`src/rtl/mesi_pkg.sv`:
```
// rtl/mesi_pkg.sv - shared encodings for the MESI cache controller
//
// Purpose: line-state and bus-command encodings, the controller FSM state
// type, and the helper that picks the bus command for a pending miss.
// Ports: none (package).
package mesi_pkg;

    typedef enum logic [1:0] {
        LS_I = 2'b00,
        LS_S = 2'b01,
        LS_E = 2'b10,
        LS_M = 2'b11
    } line_state_t;

    typedef enum logic [1:0] {
        CMD_BUSRD   = 2'b00,
        CMD_BUSRDX  = 2'b01,
        CMD_BUSUPGR = 2'b10,
        CMD_FLUSH   = 2'b11
    } bus_cmd_t;

    typedef enum logic [1:0] {
        ST_IDLE     = 2'b00,
        ST_WAIT_GNT = 2'b01,
        ST_DONE     = 2'b10
    } fsm_state_t;

    // A write only needs an upgrade while the line is still S; if a snoop has
    // invalidated it meanwhile the data must be fetched again with BusRdX.
    function automatic bus_cmd_t miss_cmd(input logic is_wr, input line_state_t st);
        if (!is_wr) begin
            return CMD_BUSRD;
        end
        return (st == LS_S) ? CMD_BUSUPGR : CMD_BUSRDX;
    endfunction

endpackage

```
`src/rtl/mesi_line.sv`:
```
// rtl/mesi_line.sv - next-state logic for one tracked cache line
//
// Purpose: combines this line's processor event (silent E->M upgrade or a
// granted bus transaction) with a foreign snoop into the next line state and
// the snoop responses.
// Ports:
//   i_state       current line state
//   i_pr_upgrade  write hit in E accepted this cycle
//   i_gnt         own bus transaction for this line granted this cycle
//   i_gnt_cmd     command of that transaction
//   i_gnt_shared  another cache holds the line (grant cycle)
//   i_snp         foreign transaction targets this line
//   i_snp_cmd     foreign command
//   o_next        next line state
//   o_flush       dirty data must be supplied
//   o_shared      line is held here
module mesi_line
    import mesi_pkg::*;
(
    input  line_state_t i_state,
    input  logic        i_pr_upgrade,
    input  logic        i_gnt,
    input  bus_cmd_t    i_gnt_cmd,
    input  logic        i_gnt_shared,
    input  logic        i_snp,
    input  bus_cmd_t    i_snp_cmd,
    output line_state_t o_next,
    output logic        o_flush,
    output logic        o_shared
);

    // The controller never raises two of the event inputs together for the
    // same line: a grant masks the snoop, and acceptance is deferred while a
    // snoop hits the requested line.
    always_comb begin
        o_next   = i_state;
        o_flush  = 1'b0;
        o_shared = 1'b0;
        if (i_gnt) begin
            if (i_gnt_cmd == CMD_BUSRD) begin
                o_next = i_gnt_shared ? LS_S : LS_E;
            end else begin
                o_next = LS_M;
            end
        end else if (i_pr_upgrade) begin
            o_next = LS_M;
        end else if (i_snp) begin
            unique case (i_snp_cmd)
                CMD_BUSRD: begin
                    o_shared = (i_state != LS_I);
                    o_flush  = (i_state == LS_M);
                    if (i_state != LS_I) begin
                        o_next = LS_S;
                    end
                end
                CMD_BUSRDX: begin
                    o_flush = (i_state == LS_M);
                    o_next  = LS_I;
                end
                CMD_BUSUPGR: begin
                    if (i_state == LS_S) begin
                        o_next = LS_I;
                    end
                end
                default: begin
                end
            endcase
        end
    end

endmodule

```
`src/rtl/mesi_cache_ctrl.sv`:
```
// rtl/mesi_cache_ctrl.sv - MESI coherence controller for a small line array
//
// Purpose: serves processor read/write requests against NUM_LINES tracked
// lines, issues BusRd/BusRdX/BusUpgr on misses, and answers foreign snoops.
// Ports:
//   clk_i, rst_i                      clock, synchronous active-high reset
//   pr_rd_i, pr_wr_i, pr_addr_i       processor request (held until ready)
//   pr_ready_o, pr_hit_o              completion pulse, 1 = no bus used
//   bus_req_o, bus_gnt_i              bus request / grant
//   bus_cmd_o, bus_addr_o             command and line of own transaction
//   bus_shared_i                      other cache holds the line (grant cycle)
//   snoop_valid_i/cmd_i/addr_i        foreign bus transaction
//   snoop_shared_o, snoop_flush_o     registered snoop response
//   state_o                           line states, line i at [2i+1:2i]
module mesi_cache_ctrl
    import mesi_pkg::*;
#(
    parameter int NUM_LINES = 4,
    parameter int ADDR_W    = $clog2(NUM_LINES)
) (
    input  logic                   clk_i,
    input  logic                   rst_i,
    input  logic                   pr_rd_i,
    input  logic                   pr_wr_i,
    input  logic [ADDR_W-1:0]      pr_addr_i,
    output logic                   pr_ready_o,
    output logic                   pr_hit_o,
    output logic                   bus_req_o,
    input  logic                   bus_gnt_i,
    output logic [1:0]             bus_cmd_o,
    output logic [ADDR_W-1:0]      bus_addr_o,
    input  logic                   bus_shared_i,
    input  logic                   snoop_valid_i,
    input  logic [1:0]             snoop_cmd_i,
    input  logic [ADDR_W-1:0]      snoop_addr_i,
    output logic                   snoop_shared_o,
    output logic                   snoop_flush_o,
    output logic [2*NUM_LINES-1:0] state_o
);

    fsm_state_t        r_fsm;
    fsm_state_t        w_fsm_next;
    logic [ADDR_W-1:0] r_addr;
    logic              r_is_wr;
    logic              r_hit;
    logic              r_snoop_shared;
    logic              r_snoop_flush;

    line_state_t       r_line      [NUM_LINES];
    line_state_t       w_line_next [NUM_LINES];
    logic [NUM_LINES-1:0] w_flush;
    logic [NUM_LINES-1:0] w_shared;

    logic              w_req;
    logic              w_accept;
    logic              w_accept_hit;
    logic              w_upgrade_e;
    logic              w_gnt;
    logic              w_snp_valid;
    line_state_t       w_req_state;
    line_state_t       w_pend_state;
    bus_cmd_t          w_pend_cmd;

    assign w_req        = pr_rd_i | pr_wr_i;
    assign w_req_state  = r_line[pr_addr_i];
    assign w_pend_state = r_line[r_addr];
    assign w_pend_cmd   = miss_cmd(r_is_wr, w_pend_state);
    assign w_gnt        = (r_fsm == ST_WAIT_GNT) && bus_gnt_i;
    // A snoop coinciding with our grant is illegal on the bus; the grant wins.
    assign w_snp_valid  = snoop_valid_i && !w_gnt;
    assign w_upgrade_e  = w_accept_hit && pr_wr_i && (w_req_state == LS_E);

    always_comb begin
        w_fsm_next   = r_fsm;
        w_accept     = 1'b0;
        w_accept_hit = 1'b0;
        unique case (r_fsm)
            ST_IDLE: begin
                // Defer acceptance for one cycle if a snoop is changing the
                // requested line, so the hit decision sees the settled state.
                if (w_req && !(w_snp_valid && (snoop_addr_i == pr_addr_i))) begin
                    w_accept = 1'b1;
                    if (pr_wr_i ? ((w_req_state == LS_E) || (w_req_state == LS_M))
                                : (w_req_state != LS_I)) begin
                        w_accept_hit = 1'b1;
                        w_fsm_next   = ST_DONE;
                    end else begin
                        w_fsm_next   = ST_WAIT_GNT;
                    end
                end
            end
            ST_WAIT_GNT: begin
                if (bus_gnt_i) begin
                    w_fsm_next = ST_DONE;
                end
            end
            ST_DONE: begin
                w_fsm_next = ST_IDLE;
            end
            default: begin
                w_fsm_next = ST_IDLE;
            end
        endcase
    end

    always_ff @(posedge clk_i) begin
        if (rst_i) begin
            r_fsm          <= ST_IDLE;
            r_addr         <= '0;
            r_is_wr        <= 1'b0;
            r_hit          <= 1'b0;
            r_snoop_shared <= 1'b0;
            r_snoop_flush  <= 1'b0;
            for (int i = 0; i < NUM_LINES; i++) begin
                r_line[i] <= LS_I;
            end
        end else begin
            r_fsm          <= w_fsm_next;
            r_snoop_shared <= |w_shared;
            r_snoop_flush  <= |w_flush;
            if (w_accept) begin
                r_addr  <= pr_addr_i;
                r_is_wr <= pr_wr_i;
                r_hit   <= w_accept_hit;
            end
            for (int i = 0; i < NUM_LINES; i++) begin
                r_line[i] <= w_line_next[i];
            end
        end
    end

    for (genvar g = 0; g < NUM_LINES; g++) begin : g_line
        localparam logic [ADDR_W-1:0] LP_IDX = ADDR_W'(g);

        mesi_line u_line (
            .i_state      (r_line[g]),
            .i_pr_upgrade (w_upgrade_e && (pr_addr_i == LP_IDX)),
            .i_gnt        (w_gnt && (r_addr == LP_IDX)),
            .i_gnt_cmd    (w_pend_cmd),
            .i_gnt_shared (bus_shared_i),
            .i_snp        (w_snp_valid && (snoop_addr_i == LP_IDX)),
            .i_snp_cmd    (bus_cmd_t'(snoop_cmd_i)),
            .o_next       (w_line_next[g]),
            .o_flush      (w_flush[g]),
            .o_shared     (w_shared[g])
        );

        assign state_o[2*g+1:2*g] = r_line[g];
    end

    assign pr_ready_o     = (r_fsm == ST_DONE);
    assign pr_hit_o       = (r_fsm == ST_DONE) && r_hit;
    assign bus_req_o      = (r_fsm == ST_WAIT_GNT);
    assign bus_cmd_o      = bus_req_o ? w_pend_cmd : 2'b00;
    assign bus_addr_o     = bus_req_o ? r_addr : '0;
    assign snoop_shared_o = r_snoop_shared;
    assign snoop_flush_o  = r_snoop_flush;

endmodule
```
`config.mk`:
```
export PLATFORM = sky130hd
export DESIGN_NAME = mesi_cache_ctrl
export DESIGN_NICKNAME = d
export VERILOG_FILES = /design/src/rtl/mesi_pkg.sv /design/src/rtl/mesi_line.sv /design/src/rtl/mesi_cache_ctrl.sv
export SDC_FILE = /design/constraint.sdc
export NUM_CORES = 1
export LEC_CHECK = 0
export CORE_ASPECT_RATIO = 1.75
export CORE_UTILIZATION = 40
export CTS_CLUSTER_DIAMETER = 100
export CTS_CLUSTER_SIZE = 40
export DETAILED_ROUTE_END_ITERATION = 10
export HOLD_SLACK_MARGIN = 0.06
export PLACE_DENSITY = 0.77
export SKIP_LAST_GASP = 1
export SYNTH_ARGS = -nofsm -noshare
export SYNTH_HDL_FRONTEND = slang
export SYNTH_SLANG_ARGS = --single-unit
```
`constraint.sdc`:
```
create_clock -name clk_i -period 1.95 [get_ports clk_i]
set_input_delay 0.195 -clock clk_i [delete_from_list [all_inputs] [get_ports clk_i]]
set_output_delay 0.195 -clock clk_i [all_outputs]
set_load 0.005 [all_outputs]
```
==> impl_summary.md, run 1 <==
Timing
At the pin with the least slew margin, the transition time is 0.487 ns. The worst path in the final design needs a cycle of 1.87 ns, including I/O delays and setup. The count of endpoints failing hold in the final timing report was 0. Measured against its own limit, the worst slew margin works out to 0.674. The fmax is 535 MHz. Of the available clock period, the critical path in the final layout requires 0.959. Setup violations remaining at the end of the flow were counted as 0. Setup slack on the critical path of the routed design comes to 0.0792 ns. The final setup skew is 0.00275 ns. Setup repair after global routing left no endpoint under its margin. For the final routed database, the setup TNS stands at 0 ns. The max-slew violation total from the final report is 0.

Floorplanning
The die is 77.1 um tall. The initial utilization of the core area, before any placement, comes to 0.431. Pin placement for this block handled 30 I/O pins.

The floorplan has 26 rows. The placeable core region is 0.00299 mm2. The die area is 0.00346 mm2. The floorplan step set the die width to 44.9 um.

CTS
TritonCTS built the clock tree. The post-CTS setup buffer count is 0. CTS placed an instance of sky130_fd_sc_hd__clkbuf_8 at the clock tree root. CTS saw 18 sinks. Clock tree synthesis inserted a total of 3 buffers.

The longest clock path from root to sink contains 2 buffers. For the worst-skew pair, the clock arrives at the later sink with an insertion delay of 0.27 ns. In this run the number of H-tree levels came out at 1. Clock-pin slew was measured on the worst setup and hold paths at 0.07 ns.

Synth
The cell area that synthesis handed to floorplanning was 0.00129 mm2. The average size of a mapped cell is 8.31 um2. Yosys printed 0 warnings. After synthesis the netlist holds a flip-flop and latch count of 18. The most frequently used flop master after synthesis is sky130_fd_sc_hd__dfxtp_1.

In this run, synthesis inferred 0 flip-flops with an integrated enable. The sequential area share after synthesis is 0.280. The unique cell type count in the Yosys netlist is 48. When the netlist entered floorplanning its net count stood at 171. After synthesis, the share of flip-flops with an asynchronous set or reset is 0. The instance count of the mapped netlist is 155.

Route
The via count of the routed design is 1406. For this block, the initial DRC count from the detailed router was 32. The number of design rule violations left after detail routing is 0. The antenna violation net count after detailed routing is 0. The detail-routed via count per cell is 5.86. The average routed wire per standard cell is 17.6 um.

The routed wire length is 4.22 mm. The first detailed-routing pass took 4 iterations.

Run
Across the run, the number of max-cap violations was 0.

Global routing
The global routing stage identified its most utilized layer as met2. For this run, global-route usage on met1 was measured as 0.275. The pin count of the biggest net entering global routing is 13. The first global-routing pass estimated 6.77 mm of wire. The number of global-route vias before repair is 1431. The sum of overflow across all layers after global routing is 0.

The number of antenna violations at the first check in global routing came to 0. For met2 alone, demand over resource in global routing was 0.463. The met3 usage is 0.0471. In the global route stage, overall resource usage came out at 0.273.

Worst setup path
The path depth of the worst reg2reg path is 5. The worst flop-to-flop path startpoint is r_fsm[1]. For the worst setup path, the data required time is 1.75 ns. The critical path start-end classification is flip-flop to output port. The launching element type of the critical path is a flip-flop.

The type of element capturing the critical path is an output port. The endpoint arrival time on the critical path is 1.68 ns. The minimum setup slack among reg-to-reg paths is 0.23 ns. The largest fanout on the critical path is 3.

Min path
The endpoint of the worst hold path is r_hit. The start point of the worst hold path is r_hit. The path type of the worst min-delay path is flip-flop to flip-flop. The cell depth of the worst min-delay path is 2.

Place
During placement, the flow inserted port buffers numbering 29. The last weighted congestion value of the routability-driven placer is 0.905. The setup slack after placement is -0.176 ns. The half-perimeter wire length of the detailed placement result is 3.19 mm.

Power
Total power for the finished layout comes to 1.06 mW. In this run the power density over the cells is 584 mW/mm2. The highest ir drop seen on vdd is 0.000508 V.

Summed over all cells, the static leakage comes to 0.704 nW.

Outcome
The flow ran to the end, and the final reports show no timing, DRC or antenna violations.

Layout
Fill cells in the final layout number 277. The count of antenna diodes in the layout is 0. In the final layout, the share of cells above drive strength 1 is 0.207. After the last flow step, the layout net total stands at 215.

The area growth from synthesis to final layout is 41.1%.
==> worst max-delay path by stage <==
stage                        start            to  slack (ns)
detailed placement  snoop_cmd_i[0]  r_line[1][0]       -0.18
global placement      pr_addr_i[0]  r_line[2][0]       -0.12
global route        snoop_cmd_i[0]  r_line[1][0]        0.01
CTS                   r_line[1][0]  bus_cmd_o[1]       0.002
finish                r_line[1][0]  bus_cmd_o[0]        0.08
floorplan           snoop_cmd_i[0]  r_line[1][0]        0.41
==> per-stage QoR <==
| step | instances | hold slack [ns] | area, um2 | util |
|---|---|---|---|---|
| final | 240 | 0.514 | 1820 | 0.607 |
| after global routing | 240 | 0.583 | 1820 | 0.607 |
| after CTS | 240 | 0.531 | 1790 | 0.599 |
| after detailed placement | 236 | 0.507 | 1720 | 0.576 |
| after global placement | 236 | 0.477 | 1720 | 0.576 |
| after floorplan | 155 | 0.342 | 1290 | - |
==> cell families after synthesis <==
group,synth area share
mux,0.0660
fa+ha+maj,0.0291
simple gates,0.345
buf+inv,0.0602
xor+xnor,0.0136
flops,0.280
compound gates,0.207
==> cells in the mapped netlist (2+ instances only) <==
cell | number | share of area
sky130_fd_sc_hd__xnor2_1 | 2 | 0.014
sky130_fd_sc_hd__o221ai_1 | 2 | 0.014
sky130_fd_sc_hd__a31oi_1 | 2 | 0.0097
sky130_fd_sc_hd__nor3b_1 | 2 | 0.012
sky130_fd_sc_hd__nand2b_1 | 10 | 0.049
sky130_fd_sc_hd__nand2_1 | 5 | 0.015
sky130_fd_sc_hd__or2_1 | 2 | 0.0097
sky130_fd_sc_hd__nand3_1 | 5 | 0.019
sky130_fd_sc_hd__ha_1 | 3 | 0.029
sky130_fd_sc_hd__dfxtp_1 | 18 | 0.28
sky130_fd_sc_hd__o21ai_0 | 4 | 0.016
sky130_fd_sc_hd__inv_1 | 5 | 0.015
sky130_fd_sc_hd__or3_1 | 2 | 0.0097
sky130_fd_sc_hd__mux2i_1 | 4 | 0.031
sky130_fd_sc_hd__nand3b_1 | 6 | 0.035
sky130_fd_sc_hd__o211ai_1 | 3 | 0.017
sky130_fd_sc_hd__o21ai_1 | 2 | 0.0078
sky130_fd_sc_hd__and2_1 | 4 | 0.019
sky130_fd_sc_hd__clkbuf_1 | 5 | 0.015
sky130_fd_sc_hd__a211oi_1 | 2 | 0.012
sky130_fd_sc_hd__o2bb2ai_1 | 3 | 0.020
sky130_fd_sc_hd__buf_2 | 2 | 0.0078
sky130_fd_sc_hd__nor2_1 | 14 | 0.041
sky130_fd_sc_hd__nand4_1 | 2 | 0.0097
sky130_fd_sc_hd__nand4b_1 | 2 | 0.014
sky130_fd_sc_hd__mux4_2 | 2 | 0.035
sky130_fd_sc_hd__a21oi_1 | 12 | 0.047
sky130_fd_sc_hd__nor2b_1 | 7 | 0.034
sky130_fd_sc_hd__buf_6 | 2 | 0.017
sky130_fd_sc_hd__nor3_1 | 3 | 0.012
==> area by class of cell <==
type / instances / area (um2) / share of cell area
Multi-Input combinational cell: 122 / 885 / 0.487
Sequential cell: 18 / 362 / 0.199
Clock buffer: 4 / 55.1 / 0.0303
Tap cell: 42 / 52.6 / 0.0289
Inverter: 5 / 18.8 / 0.0103
Timing Repair Buffer: 49 / 445 / 0.245
==> what timing repair did <==
| item | CTS | global route |
|---|---|---|
| cloned | 0 | 0 |
| gates resized for setup | 4 | 7 |
| pin swaps | 1 | 0 |
| hold buffers | 0 | 0 |
| endpoints found under the setup margin | 1 | 10 |
==> power breakdown <==
part           leakage, nW  total [mW]  switching, mW  internal (mW)
clock               0.0288       0.321          0.141          0.180
sequential           0.147       0.420         0.0295          0.391
combinational        0.528       0.320          0.156          0.164
total                0.704        1.06          0.326          0.735
==> layer usage <==
| metal | wire length (um) | share of wire | vias to the layer above |
|---|---|---|---|
| li1 | - | - | 653 |
| met1 | 1440 | 0.34 | 672 |
| met3 | 238 | 0.056 | 18 |
| met2 | 2310 | 0.55 | 63 |
| met4 | 232 | 0.055 | 0 |
| met5 | 0 | 0 | - |
==> cells in the final DEF, fill, tap and decap left out, types with 2 or more instances in the layout <==
master and instances:
sky130_fd_sc_hd__a21oi_1 11, sky130_fd_sc_hd__a21oi_2 2, sky130_fd_sc_hd__a31oi_1 2, sky130_fd_sc_hd__and2_1 4
sky130_fd_sc_hd__buf_4 20, sky130_fd_sc_hd__clkbuf_8 4, sky130_fd_sc_hd__clkdlybuf4s50_1 27, sky130_fd_sc_hd__dfxtp_1 17
sky130_fd_sc_hd__dlymetal6s2s_1 2, sky130_fd_sc_hd__ha_1 3, sky130_fd_sc_hd__inv_1 5, sky130_fd_sc_hd__mux2i_1 4
sky130_fd_sc_hd__mux4_2 2, sky130_fd_sc_hd__nand2_1 5, sky130_fd_sc_hd__nand2b_1 8, sky130_fd_sc_hd__nand2b_4 3
sky130_fd_sc_hd__nand3_1 5, sky130_fd_sc_hd__nand3b_1 6, sky130_fd_sc_hd__nand4_1 2, sky130_fd_sc_hd__nand4b_1 2
sky130_fd_sc_hd__nor2_1 14, sky130_fd_sc_hd__nor2b_1 5, sky130_fd_sc_hd__nor2b_2 2, sky130_fd_sc_hd__nor3_1 3
sky130_fd_sc_hd__o211ai_1 3, sky130_fd_sc_hd__o21ai_0 3, sky130_fd_sc_hd__o21ai_1 3, sky130_fd_sc_hd__o221ai_1 2
sky130_fd_sc_hd__o2bb2ai_1 3, sky130_fd_sc_hd__or2_1 2, sky130_fd_sc_hd__or3_1 2, sky130_fd_sc_hd__xnor2_1 2
==> worst max-delay path, cell delays in order, from the launching register on <==
cell	delay (ns)
sky130_fd_sc_hd__dfxtp_1	0.32
sky130_fd_sc_hd__nor2b_2	0.18
sky130_fd_sc_hd__a211oi_2	0.24
sky130_fd_sc_hd__a21oi_2	0.06
sky130_fd_sc_hd__nor2_1	0.10
sky130_fd_sc_hd__clkdlybuf4s50_1	0.50
Note: power is estimated with default switching activity, not from simulation.
==> inputs of run 2 (changes only) <==
--- a/config.mk
+++ b/config.mk
@@ -5,7 +5,7 @@
 export SDC_FILE = /design/constraint.sdc
 export NUM_CORES = 1
 export LEC_CHECK = 0
-export CORE_ASPECT_RATIO = 1.75
+export CORE_ASPECT_RATIO = 1.5
 export CORE_UTILIZATION = 40
 export CTS_CLUSTER_DIAMETER = 100
 export CTS_CLUSTER_SIZE = 40
==> impl_summary.md, run 2 (synthesis gave the netlist of run 1 again) <==
Outcome
The run finished with clean final reports.

Floorplanning
In this run the core area contains 24 standard-cell rows. The effective utilization at floorplan is 0.434. The width of the chip is 48.3 um. The die area is 0.00346 mm2.

The placeable core region is 0.00297 mm2. 30 I/O pins were placed. The die boundary height is 71.5 um.

Timing
The count of endpoints failing hold in the final timing report was 0. The clock period minus worst slack is 1.89 ns. Based on the critical path, the design can be clocked at up to 530 MHz.

In the finished design, the share of the clock period the worst path needs comes to 0.967. The transition time of the tightest slew-check pin is 0.413 ns. Measured against its own limit, the worst slew margin works out to 0.724. The final sum of negative setup slack is 0 ns.

Setup repair after global routing could not meet its margin everywhere. The number of setup violations in the final report is 0. The final setup skew is 0.00226 ns. The max-slew violation total from the final report is 0.

Worst setup path
The endpoint arrival time on the critical path is 1.69 ns. The minimum setup slack among reg-to-reg paths is 0.26 ns. In this run the worst path has a maximum fanout of 2. The setup path with the least slack is of type flip-flop to output port.

STA classifies the critical path endpoint as an output port. The path depth of the worst reg2reg path is 5. The launching element type of the critical path is a flip-flop.

The worst flop-to-flop path startpoint is r_fsm[1]. The endpoint identified for the worst register-to-register timing path is r_addr[0]. The worst path required time is 1.75 ns.

Route
Across all layers, the routed design uses 1364 vias. The detailed router finished its first iteration with 68 violations. The met2 wire length is 2.01 mm. The number of design rule violations left after detail routing is 0. In this run the remaining antenna-violating nets after routing total 0. The first TritonRoute pass finished after 4 iterations. The routed length on met3 is 222 um. The detail-routed via count per cell is 5.80.

The average routed wire per standard cell is 15.9 um. The uppermost layer routed is met4. The routed wire length is 3.73 mm. The detailed router put a total of 1.41 mm of wire on met1.

Layout
The final cell utilization of the core is 0.597. The sequential cells in the finished layout cover a total of 360 um2. The final non-filler cell total is 235. The top cell types in the final layout, fill and taps aside, are 29 x sky130_fd_sc_hd__clkdlybuf4s50_1, 18 x sky130_fd_sc_hd__dfxtp_1, 18 x sky130_fd_sc_hd__buf_4.

The repair_antennas step left the layout with diodes totalling 0. Leaving out fill and tap cells, the most frequent cell in the layout is sky130_fd_sc_hd__clkdlybuf4s50_1. The area of the multi-input gates is 867 um2. The area growth from synthesis to final layout is 37.8%. The proportion of layout cells with a drive suffix above 1 is 0.179. Fill cells in the final layout number 263. In the final design database the tool counted 213 nets.

Min path
The path type of the worst min-delay path is flip-flop to flip-flop. Counting instances, the worst hold path has a depth of 2. The path with the worst hold slack has its endpoint at r_hit. In this run the most critical hold path is launched from r_hit.

CTS
The post-CTS clock slew at the launch and capture registers of the worst setup and hold paths is 0.07 ns. The maximum clock insertion buffer count is 2. The later-pin clock latency in the skew report is 0.26 ns. CTS placed an instance of sky130_fd_sc_hd__clkbuf_8 at the clock tree root.

In this run the number of H-tree levels came out at 1. TritonCTS built the clock tree. The total clock buffers created by CTS is 3. The clock sink count is 18.

Global routing
In the global route stage, overall resource usage came out at 0.234. Entering global routing, the biggest net connects 12 pins. The first-pass GRT wire length is 6.24 mm. The number of global-route vias before repair is 1286. The number of antenna violations at the first check in global routing is 0.

The sum of overflow across all layers after global routing is 0.

Power
For this design the static power due to leakage is 0.663 nW. Power spread over the standard cell area amounts to 574 mW/mm2. VDD sags by at most 0.000508 V.

Overall power consumption after layout is estimated at 1.02 mW.

Place
The number of cells in the design after placement is 231. The half-perimeter wire length of the detailed placement result is 2.92 mm. At the end of routability-driven placement, the weighted congestion stood at 1.03. In this run the tool buffered the top-level ports with 29 buffer cells.

Run
Max-cap violations in this run came to 0.
## run 2: cell count changes in the layout (fill, tap and decap cells not counted), sizes merged
cell           change
dlymetal6s2s       -2
clkdlybuf4s50      +2
buf                -2
## run 2: timing repair
action / in CTS / in global routing
gates resized for setup: 2 / 2
cloned: 0 / 0
hold buffers: 0 / 0
pin swaps: 0 / 1
endpoints found under the setup margin: 1 / 2
setup buffers: 0 / 0
## run 2: area by class of cell
type,count,area share
Multi-Input combinational cell,122,0.488
Tap cell,39,0.0275
Inverter,5,0.0106
Clock buffer,4,0.0310
Sequential cell,18,0.203
Timing Repair Buffer,47,0.240
## run 2: worst max-delay path by stage
| stage | startpoint | to | slack, ns | cells after the start |
|---|---|---|---|---|
| after floorplan | snoop_cmd_i[0] | r_line[1][0] | 0.41 | 7 |
| after global placement | pr_addr_i[0] | flip-flop | -0.11 | 6 |
| after detailed placement | snoop_cmd_i[0] | r_line[1][0] | -0.16 | 8 |
| after CTS | r_line[2][1] | bus_cmd_o[1] | 0.001 | 6 |
| after global routing | r_line[0][1] | bus_cmd_o[0] | -0.04 | 6 |
| final | r_line[0][1] | bus_cmd_o[0] | 0.06 | 6 |
## run 2: critical path: stages, from the launching register on
cell	delay [ns]
sky130_fd_sc_hd__dfxtp_1	0.32
sky130_fd_sc_hd__nand2b_1	0.15
sky130_fd_sc_hd__nor2_1	0.06
sky130_fd_sc_hd__a211oi_1	0.25
sky130_fd_sc_hd__a21oi_2	0.06
sky130_fd_sc_hd__nor2_1	0.10
sky130_fd_sc_hd__clkdlybuf4s50_1	0.50
## run 2: metal layers
layer,up-vias,GRT usage
li1,651,-
met1,644,0.261
met2,62,0.435
met3,7,0.0361
met4,0,0.101
met5,-,0
## run 2: power breakdown
part	leakage [nW]	switching (mW)	total [mW]	internal, mW
combinational	0.487	0.144	0.297	0.153
sequential	0.147	0.0250	0.416	0.391
clock	0.0288	0.127	0.307	0.180
## run 2: through the flow
| stage | worst slack [ns] | hold slack, ns | area (um2) |
|---|---|---|---|
| floorplan | 0.415 | 0.342 | 1290 |
| global placement | -0.110 | 0.480 | 1700 |
| detailed placement | -0.156 | 0.476 | 1700 |
| CTS | 0.00117 | 0.503 | 1760 |
| global route | -0.0376 | 0.532 | 1780 |
| finish | 0.0644 | 0.501 | 1780 |
==> inputs of run 3 (changes only) <==
--- a/config.mk
+++ b/config.mk
@@ -7,7 +7,7 @@
 export LEC_CHECK = 0
 export CORE_ASPECT_RATIO = 1.5
 export CORE_UTILIZATION = 40
-export CTS_CLUSTER_DIAMETER = 100
+export CTS_CLUSTER_DIAMETER = 150
 export CTS_CLUSTER_SIZE = 40
 export DETAILED_ROUTE_END_ITERATION = 10
 export HOLD_SLACK_MARGIN = 0.06
==> results of run 3 <==
The final DEF is identical to that of run 2; final timing and power are the same.
